### config.mk
export PLATFORM = sky130hd
export DESIGN_NAME = student_serial_loader
export DESIGN_NICKNAME = d
export VERILOG_FILES = /design/src/rtl/student_serial_loader.sv
export SDC_FILE = /design/constraint.sdc
export NUM_CORES = 1
export LEC_CHECK = 0
export BUFFER_PORTS_ARGS = -buffer_cell sky130_fd_sc_hd__buf_2
export CORE_ASPECT_RATIO = 0.75
export CORE_MARGIN = 4
export CORE_UTILIZATION = 50
export DETAILED_ROUTE_END_ITERATION = 8
export GPL_TIMING_DRIVEN = 0
export PLACE_DENSITY = 0.7
export SETUP_SLACK_MARGIN = 0.5
export SLEW_MARGIN = 20
export SYNTH_ARGS = -nofsm -noshare
export SYNTH_HDL_FRONTEND = slang
export SYNTH_SLANG_ARGS = --single-unit
### constraint.sdc
create_clock -name clk -period 1.9 [get_ports clk]
set_input_delay 0.285 -clock clk [delete_from_list [all_inputs] [get_ports clk]]
set_output_delay 0.285 -clock clk [all_outputs]
set_load 0.03 [all_outputs]
### src/rtl/student_serial_loader.sv
// student_serial_loader
// Serial-to-parallel front end: assembles N-bit words from an MSB-first,
// valid-qualified bit stream and presents each finished word with a
// one-cycle load pulse, ready to drive a register's in/load pins.
// Optional feature macro: SERIAL_PARITY_EN (adds an even-parity bit after
// each word; a mismatch discards the word and pulses err).
module student_serial_loader #(
  parameter int N = 16
) (
  input  logic         clk,
  input  logic         rst_n,
  input  logic         ser_in,
  input  logic         ser_valid,
  output logic         ser_ready,
  input  logic         clear,
  output logic [N-1:0] word,
  output logic         load,
  output logic         busy,
  output logic         err
);

  localparam int            CW   = $clog2(N);
  localparam logic [CW-1:0] LAST = CW'(N - 1);

  typedef enum logic [2:0] {
    IDLE   = 3'd0,
    SHIFT  = 3'd1,
    LOAD   = 3'd2
`ifdef SERIAL_PARITY_EN
    ,
    PARITY = 3'd3,
    ERR    = 3'd4
`endif
  } state_t;

  state_t        state_reg, state_next;
  logic [CW-1:0] cnt_reg, cnt_next;
  logic [N-1:0]  shift_reg, shift_next;
  logic [N-1:0]  word_reg, word_next;

  // State and datapath registers; reset outranks clear and everything else.
  always_ff @(posedge clk) begin
    if (!rst_n) begin
      state_reg <= IDLE;
      cnt_reg   <= '0;
      shift_reg <= '0;
      word_reg  <= '0;
    end else begin
      state_reg <= state_next;
      cnt_reg   <= cnt_next;
      shift_reg <= shift_next;
      word_reg  <= word_next;
    end
  end

  // Next-state, datapath update and state-decoded outputs.
  always_comb begin
    state_next = state_reg;
    cnt_next   = cnt_reg;
    shift_next = shift_reg;
    word_next  = word_reg;
    ser_ready  = 1'b0;
    load       = 1'b0;
    err        = 1'b0;

    case (state_reg)
      IDLE, SHIFT: begin
        ser_ready = 1'b1;
        if (clear) begin
          // Abort the partial word; a bit offered alongside clear is dropped.
          state_next = IDLE;
          cnt_next   = '0;
          shift_next = '0;
        end else if (ser_valid) begin
          shift_next = {shift_reg[N-2:0], ser_in};
          if (cnt_reg == LAST) begin
            cnt_next = '0;
`ifdef SERIAL_PARITY_EN
            state_next = PARITY;
`else
            // Word is captured on the way into LOAD so it is valid with load.
            state_next = LOAD;
            word_next  = {shift_reg[N-2:0], ser_in};
`endif
          end else begin
            cnt_next   = cnt_reg + 1'b1;
            state_next = SHIFT;
          end
        end
      end

`ifdef SERIAL_PARITY_EN
      PARITY: begin
        ser_ready = 1'b1;
        if (clear) begin
          state_next = IDLE;
          cnt_next   = '0;
          shift_next = '0;
        end else if (ser_valid) begin
          // Even parity: XOR of all data bits plus the parity bit must be 0.
          if ((^shift_reg) == ser_in) begin
            state_next = LOAD;
            word_next  = shift_reg;
          end else begin
            state_next = ERR;
          end
        end
      end

      ERR: begin
        // Result already committed: clear is ignored here, word is untouched.
        err        = 1'b1;
        state_next = IDLE;
      end
`endif

      LOAD: begin
        // Result already committed: clear is ignored here.
        load       = 1'b1;
        state_next = IDLE;
      end

      default: begin
        state_next = IDLE;
        cnt_next   = '0;
      end
    endcase
  end

  assign word = word_reg;

`ifdef SERIAL_PARITY_EN
  assign busy = (cnt_reg != '0) || (state_reg == PARITY);
`else
  assign busy = (cnt_reg != '0);
`endif

endmodule

==> results of run 1 <==
==> worst max-delay path by stage <==
stage,to,slack [ps],depth (start not counted)
2_1_floorplan,word[0],560,6
3_3_place_gp,word[0],340,6
3_5_place_dp,word[0],310,6
4_1_cts,busy,500,4
5_1_grt,word[10],470,6
6_report,word[11],520,5
==> where the power goes <==
group	internal, mW	leakage (nW)	total, mW	switching, mW
Sequential	0.776	0.300	0.780	0.00386
Clock	0.521	0.0681	0.805	0.284
Combinational	0.0451	0.378	0.100	0.0549
Total	1.34	0.746	1.69	0.343
==> timing repair <==
action | CTS | global route
gates resized for setup | 15 | 13
endpoints found under the setup margin | 26 | 19
setup buffers | 4 | 0
gates cloned | 0 | 1
pin swaps | 2 | 0
==> critical path, stage by stage, from the launching register on <==
cell and delay (ps):
dfxtp_1 310, buf_6 130, or3b_4 430, buf_4 180, o21ai_0 160, a21boi_1 80
==> area by class of cell <==
cell class / instances / area share, %
Inverter: 3 / 0.571
Tap cell: 38 / 2.41
Sequential cell: 37 / 38.0
Timing Repair Buffer: 27 / 8.57
Clock buffer: 5 / 3.49
Multi-Input combinational cell: 111 / 37.9
Buffer: 14 / 5.78
Clock inverter: 3 / 3.30
==> cell usage after synthesis <==
master	count
a21boi_1	19
dfxtp_1	37
clkbuf_1	5
buf_4	2
nand3b_1	1
nor3b_4	1
o21bai_1	1
nand3b_2	1
buf_6	4
o2111ai_1	1
buf_2	3
inv_1	3
a31o_2	1
nand2_1	4
and3_1	3
nand3_1	17
a21oi_1	2
nor3_1	1
conb_1	1
a211oi_1	1
o21ai_0	19
ha_1	2
o211ai_1	1
or3b_4	1
nor2b_1	16
a22oi_1	15
nor2_1	3
==> per-stage QoR <==
stage                     setup slack [ps]  utilization (%)
after floorplan                        560                -
after global placement                 338             58.1
after global routing                   470             66.7
after detailed placement               315             58.1
final                                  518             66.7
after CTS                              502             65.6
==> kinds of logic (layout without fill, tap and decap cells) <==
group,Yosys count,after routing,synth area share [%]
compound gates,60,60,25.7
other cells,1,1,0.241
simple gates,48,48,18.2
fa+ha+maj,2,2,1.60
buf+inv,17,52,6.74
flops,37,37,47.5
==> per-layer routing <==
layer  global-route usage, %  part of all wire, %  vias up
li1                        -                    -      653
met1                    24.3                   49      642
met2                    29.3                   45       16
met3                    5.90                  4.1        5
met4                    7.89                  1.7        0
met5                       0                    0        -
==> cell usage in the layout (no fill, tap or decap), types with 4 or more instances in the layout <==
cell and count:
buf_2 20, a22oi_1 15, nand3_1 16, clkbuf_8 5, dfxtp_1 35, a21boi_1 19
buf_6 8, clkbuf_1 4, nor2b_1 15, o21ai_0 15, buf_4 7
==> metrics.txt, run 1 <==
vertical die dimension=roughly 56 um; number of setup violations in the final report=0; final number of max-transition violations=0; clock period minus worst slack=around 1400 ps; unique cell type count in the Yosys netlist=27; result of the run=completed; number of warnings printed during yosys synthesis=0; count of hold-fix buffers inserted at cts=0; Post-Layout Inst Area=slightly below 0.002 mm^2; Core Box Area=0.00296 mm^2; Fmax achieved=~0.72 GHz; final cell count without fillers=about 240; detail-routed via count per cell=between 5 and 6; total number of H-tree levels=2; proportion of netlist area held by the largest area contributor=approximately 48%; vias after detailed routing=between 1,000 and 1,500; half-perimeter wire length after placement=roughly 2500 um; number of CTS-inserted buffers=5; number of nets in the layout=206; Cell Rows=17; Arrival @ worst endpoint=1570 ps; maximum number of pins on one net before global-route repair=13; slew at the pin with the worst max-slew slack=about 520 ps; Register Area=748 um^2; final sum of negative setup slack=0 ps; number of flip-flops under the largest register name=16; synthesized instance count=between 150 and 200; Seq/Total Area, Yosys=a little under half; # fillers=about 240; origin of the critical flop-to-flop path=state_reg[1]; detailed-route DRC error count=0; standard cell area after detailed placement=around 0.0017 mm^2; fraction of final layout cells sized beyond drive strength 1=29.0%; top fanout value on the critical path=8; number of failing hold endpoints at the final stage=0; max-slew headroom at the worst pin=approximately 65%; floorplan die area=between 0.004 and 0.005 mm^2; WHS Endpoint=word[0]; cell leakage power=around 0.75 nW; area added between synthesis and finish=26.4%; number of nets in the synthesized netlist=approximately 170; Starting Density=a little over half; leftover overflow at the end of global routing=0; vias in the first global route=1,225; classification of the worst setup path=register to register; number of synthesized register bits=37; number of cells traversed by the worst hold path=3; iteration count of the initial detailed-routing pass=4; RSZ-0062 raised after global routing=yes; antenna cells=0; die outline width=between 70 and 80 um; Buffers on Ports=22; CP Launch Point=state_reg[1]; count of placed standard cells including taps=around 230; GPL Wtd Cong=~0.77; number of max-cap violations=0; area occupied by multi-input gates=747 um^2; worst setup slack for register-to-register paths=roughly 520 ps; clk_lat worst skew=290 ps; Design Power=1.69 mW; cell area after synthesis=0.00156 mm^2; startpoint of the lowest-slack hold path=ser_in; clock transition at the registers of the reported paths=about 80 ps; wire length of the first global-routing pass=slightly below 6000 um; final routed wire length divided by cell count=around 15 um; Synth area leaders=dfxtp_1 48%, a21boi_1 9.1%, a22oi_1 7.2%; tightest hold margin=around 290 ps; path depth of the worst reg2reg path=5; total routed wirelength=between 3000 and 4000 um; count of routing violations after the opening detailed-route iteration=43; class of the tightest hold or removal check=input pin to register; clock tree from TritonCTS=done; largest area contributor in the synthesized netlist=dfxtp_1; clock root buffer master=clkbuf_8; Max rail drop VDD=~530 uV; Final period util=approximately 73%; type of destination of the critical path=register; antenna violations before repair=0; sinks on the clock net=37; Pwr per Cell Area=855 mW/mm^2; Critical Path RT=2090 ps; launching element type of the critical path=register; buffers from clock root to sink, at most=2; antenna viol nets, final=0; clock skew after layout=around 5.9 ps; top-level I/O count=25; endpoint of the lowest-slack register-to-register path=word[11]; synthesized area per cell=around 9.4 um^2; overall routing resource usage=18.9%
Power figures use the tool's default switching activity.
==> inputs of run 2 (changes only) <==
Settings changed: CORE_UTILIZATION 50 to 49, PLACE_DENSITY 0.7 to 0.71.
Clock period 1.9 ns to 1.15 ns, I/O delays scaled along.
==> metrics.txt, run 2 (same netlist as run 1, synthesis figures left out) <==
antenna violations before repair=0; launching element type of the critical path=register; vertical die dimension=between 50 and 60 um; top-level I/O count=25; Design Power=around 2.4 mW; final core utilization=between 80 and 90%; type of destination of the critical path=register; Pwr per Cell Area=1000 mW/mm^2; Final period util=120%; number of flip-flops under the largest register name=16; GPL Wtd Cong=0.754; detailed-route DRC error count=0; detail-routed via count per cell=approximately 5.7; worst setup slack for register-to-register paths=-230 ps; most common cell after layout, fill and taps aside=buf_6; clock share of power=between 30% and 40%; maximum number of pins on one net before global-route repair=11; sinks on the clock net=37; RSZ-0062 raised after global routing=yes; Critical Path RT=roughly 1300 ps; vias after detailed routing=1,458; Post-Layout Inst Area=between 0.002 and 0.0025 mm^2; result of the run=finished with violations; Global Route met1 Usage=a little over a quarter; Sw Share=a little under a quarter; clk_lat worst skew=around 290 ps; count of hold-fix buffers inserted at cts=0; number of nets in the layout=226; most congested layer reported by global routing=met2; violated checks=setup timing; Buffers on Ports=22; met2 track demand over resource=32.9%; number of max-cap violations=0; Arrival @ worst endpoint=about 1500 ps; classification of the worst setup path=register to register; GRT met3 Usage=under 10%; max-slew headroom at the worst pin=between 60% and 70%; top fanout value on the critical path=10; clock period minus worst slack=1380 ps; Max rail drop VDD=approximately 730 uV; leftover overflow at the end of global routing=0; fraction of final layout cells sized beyond drive strength 1=between 50% and 60%; iteration count of the initial detailed-routing pass=4; class of the tightest hold or removal check=input pin to register; area occupied by multi-input gates=about 910 um^2; cell leakage power=between 0.9 and 1 nW; floorplan die area=about 0.0042 mm^2; # fillers=about 170; switching power=between 0.5 and 0.6 mW; total number of H-tree levels=2; buffers from clock root to sink, at most=2; die outline width=about 73 um; wire length of the first global-routing pass=between 6000 and 7000 um; commonest cells after routing, fill and taps aside=33 x buf_6, 18 x dfxtp_2, 17 x a21boi_1, 17 x dfxtp_1; slew at the pin with the worst max-slew slack=just under 600 ps; standard cell area after detailed placement=between 0.0015 and 0.002 mm^2; relative contribution of sequential cells to total power=between 50% and 60%; clock skew after layout=between 6 and 7 ps; total routed wirelength=approximately 4500 um; setup slack after layout=-228 ps; final routed wire length divided by cell count=17.3 um; vias in the first global route=1,386; Starting Density=roughly 52%; clock root buffer master=clkbuf_8; overall routing resource usage=21.1%; Fmax achieved=approximately 0.73 GHz; internal power of the cells=~1.9 mW; antenna cells=0; final sum of negative setup slack=-5050 ps; number of setup violations in the final report=40; number of CTS-inserted buffers=5; Core Box Area=0.00300 mm^2; antenna viol nets, final=0; half-perimeter wire length after placement=between 2000 and 2500 um; clock tree from TritonCTS=done; number of failing hold endpoints at the final stage=0; count of routing violations after the opening detailed-route iteration=74; final number of max-transition violations=0; Cell Rows=17; clock transition at the registers of the reported paths=approximately 70 ps; combinational share of power=a little over 9%; area added between synthesis and finish=56.6%; Register Area=approximately 770 um^2
## run 2: cell types whose count changed in the layout (fill, tap and decap cells not counted), moves of 7 or more
| cell | previous run | this run |
|---|---|---|
| buf_6 | 8 | 33 |
| dfxtp_1 | 35 | 17 |
| dfxtp_2 | 0 | 18 |
| buf_2 | 20 | 3 |
| a22oi_1 | 15 | 1 |
| a22oi_2 | 0 | 14 |
| o21ai_0 | 15 | 6 |
| buf_4 | 7 | 15 |
| o21ai_1 | 3 | 10 |
## run 2: worst paths after layout
check | startpoint | to | cells after the start
min reg2reg | word[14] | word[14] | 2
min | ser_in | word[0] | 3
max reg2reg | state_reg[1] | word[12] | 5
max | state_reg[1] | word[12] | 5
## run 2: worst max-delay path: stages (launching register included)
cell,delay (ps)
dfxtp_2,320
buf_6,120
or3b_4,420
buf_6,170
o21ai_2,130
a21boi_1,90
## run 2: stage by stage
| stage | hold WS, ps | cells | worst slack [ps] |
|---|---|---|---|
| 6_report | 158 | 257 | -228 |
| 5_1_grt | 155 | 257 | -263 |
| 4_1_cts | 161 | 244 | -170 |
| 3_5_place_dp | 462 | 225 | -233 |
| 3_3_place_gp | 458 | 225 | -182 |
| 2_1_floorplan | 323 | 165 | -78.8 |
## run 2: layout make-up
class                           instances  share of cell area, %
Tap cell                               38                   1.95
Buffer                                 14                   5.64
Clock buffer                            7                   3.54
Timing Repair Buffer                   47                   19.5
Inverter                                3                  0.564
Sequential cell                        37                   31.6
Multi-Input combinational cell        111                   37.3
## run 2: routing by layer
| layer | vias up | part of all wire [%] |
|---|---|---|
| li1 | 694 | - |
| met1 | 712 | 45 |
| met2 | 41 | 48 |
| met3 | 11 | 4.7 |
| met4 | 0 | 1.9 |
| met5 | - | 0 |
## run 2: what timing repair did
action | 4_1_cts | 5_1_grt
pin swaps | 3 | 11
setup buffers | 8 | 13
gates resized for setup | 65 | 34
cloned | 4 | 0
setup endpoints to repair | 56 | 56
## run 2: power by group through the flow
stage	Clock [mW]	Combinational (mW)	Sequential (mW)
2_1_floorplan	0	0.119	1.32
3_3_place_gp	0	0.156	1.32
3_5_place_dp	0	0.159	1.32
4_1_cts	0.930	0.192	1.29
5_1_grt	0.990	0.238	1.29
6_report	0.929	0.223	1.29
==> inputs of run 3 (changes only) <==
Settings changed: SETUP_SLACK_MARGIN 0.5 to default.
==> metrics.txt, run 3 (same netlist as run 1, synthesis figures left out) <==
result of the run=finished with violations; violated checks=setup timing; antenna violations before repair=0; clock share of power=39.8%; iteration count of the initial detailed-routing pass=4; origin of the critical flop-to-flop path=state_reg[1]; detailed-route DRC error count=0; Global Route met1 Usage=26.9%; Critical Path RT=between 1000 and 1500 ps; internal power of the cells=between 1.5 and 2 mW; relative contribution of sequential cells to total power=around 51%; path depth of the worst reg2reg path=4; total routed wirelength=between 4000 and 5000 um; vias in the first global route=about 1,300; detail-routed via count per cell=approximately 5.6; top fanout value on the critical path=8; switching power=a little under 0.6 mW; clock skew after layout=8.93 ps; Pwr per Cell Area=1110 mW/mm^2; clock tree from TritonCTS=done; number of max-cap violations=0; startpoint of the lowest-slack hold path=ser_in; endpoint of the lowest-slack register-to-register path=word[8]; clock transition at the registers of the reported paths=70 ps; Buffers on Ports=22; count of placed standard cells including taps=between 200 and 250; overall routing resource usage=approximately a fifth; final routed wire length divided by cell count=approximately 16 um; GRT met3 Usage=~7.2%; die outline width=about 73 um; floorplan die area=a little over 0.004 mm^2; Starting Density=between 50 and 60%; Core Box Area=~0.0030 mm^2; half-perimeter wire length after placement=2470 um; final sum of negative setup slack=-1430 ps; Placement Setup Slack=-223 ps; type of destination of the critical path=register; final core utilization=75.5%; setup slack after layout=-120 ps; class of the tightest hold or removal check=input pin to register; worst setup slack for register-to-register paths=-120 ps; count of routing violations after the opening detailed-route iteration=between 70 and 80; number of CTS-inserted buffers=5; buffers from clock root to sink, at most=2; Cell Rows=17; met2 track demand over resource=between 30 and 40%; number of nets in the layout=around 220; clock root buffer master=clkbuf_8; total number of H-tree levels=2; wire length of the first global-routing pass=~6400 um; most common cell after layout, fill and taps aside=dfxtp_1; top-level I/O count=25; sequence of cells on the critical path=or3b_4 -> buf_6 -> o21ai_1 -> a21boi_1; leftover overflow at the end of global routing=0; Fmax achieved=around 0.79 GHz; Sw Share=23.2%; combinational share of power=under 10%; sinks on the clock net=37; number of setup violations in the final report=28; area added between synthesis and finish=45.3%; Max rail drop VDD=913 uV; vias after detailed routing=roughly 1,400; antenna viol nets, final=0; cell leakage power=~0.84 nW; vertical die dimension=approximately 57 um; final cell count without fillers=~250; maximum number of pins on one net before global-route repair=12; antenna cells=0; stages on the worst setup path=4; final number of max-transition violations=0; Arrival @ worst endpoint=approximately 1500 ps; clock period minus worst slack=around 1300 ps; clk_lat worst skew=roughly 290 ps; Top Family by Delay on Critical Path=simple AND/OR/NAND/NOR gates; Critical Path Slowest Stage Cell=or3b_4; commonest cells after routing, fill and taps aside=32 x dfxtp_1, 20 x buf_2, 17 x a21boi_1; classification of the worst setup path=register to register; number of flip-flops under the largest register name=16; buffer and inverter count on the worst path=1; GPL Wtd Cong=roughly 0.84; Final period util=110%; WHS Endpoint=word[0]; RSZ-0062 raised after global routing=yes; most congested layer reported by global routing=met2; number of cells traversed by the worst hold path=3; number of failing hold endpoints at the final stage=0; launching element type of the critical path=register; fraction of final layout cells sized beyond drive strength 1=51.0%; Slowest Stage Delay on Critical Path=440 ps
==> run 3: changes by cell type in the layout (fill, tap and decap cells not counted), sizes merged <==
| cell | previous run | this run |
|---|---|---|
| clkinv | 0 | 1 |
| buf | 56 | 45 |
| clkbuf | 12 | 11 |
==> run 3: worst max path at each step <==
stage,startpoint,to
5_1_grt,state_reg[1],word[1]
3_3_place_gp,state_reg[1],word[0]
2_1_floorplan,state_reg[1],word[0]
4_1_cts,state_reg[1],word[9]
6_report,state_reg[1],word[8]
3_5_place_dp,cnt_reg[0],word[1]
==> run 3: worst min-delay path, cell delays in order <==
cell      delay (ps)
buf_2            110
nand3_1           90
a21boi_1          70
==> run 3: timing repair <==
action                     in CTS  in global routing
cloned                          3                  1
hold buffers                    0                  0
resized for setup              31                 37
pin swaps                       8                 18
setup endpoints to repair      39                 39
setup buffers                  11                  2
==> run 3: metal layers <==
metal	vias to the layer above	routed length, um
li1	677	-
met5	-	0
met3	12	209
met2	37	1890
met4	0	70
met1	647	1860
==> run 3: power by group through the flow <==
stage	Combinational [mW]	Clock (mW)	Sequential (mW)
6_report	0.223	0.999	1.29
3_5_place_dp	0.147	0	1.32
3_3_place_gp	0.144	0	1.32
5_1_grt	0.237	1.09	1.29
4_1_cts	0.184	1.01	1.29
2_1_floorplan	0.109	0	1.32
==> run 3: final cells by class <==
cell class | count | area (um^2)
Multi-Input combinational cell | 111 | 945
Fill cell | 191 | 734
Buffer | 11 | 97.6
Tap cell | 38 | 47.5
Clock buffer | 6 | 93.8
Sequential cell | 37 | 754
Clock inverter | 1 | 5.00
Timing Repair Buffer | 39 | 305
Inverter | 3 | 16.3
==> run 3: metrics by stage <==
step,instance area [um^2],hold WS [ps],power [mW]
floorplan,1660,323,1.43
global placement,1810,460,1.46
detailed placement,1810,462,1.47
CTS,2090,186,2.48
global route,2260,208,2.61
finish,2260,198,2.51
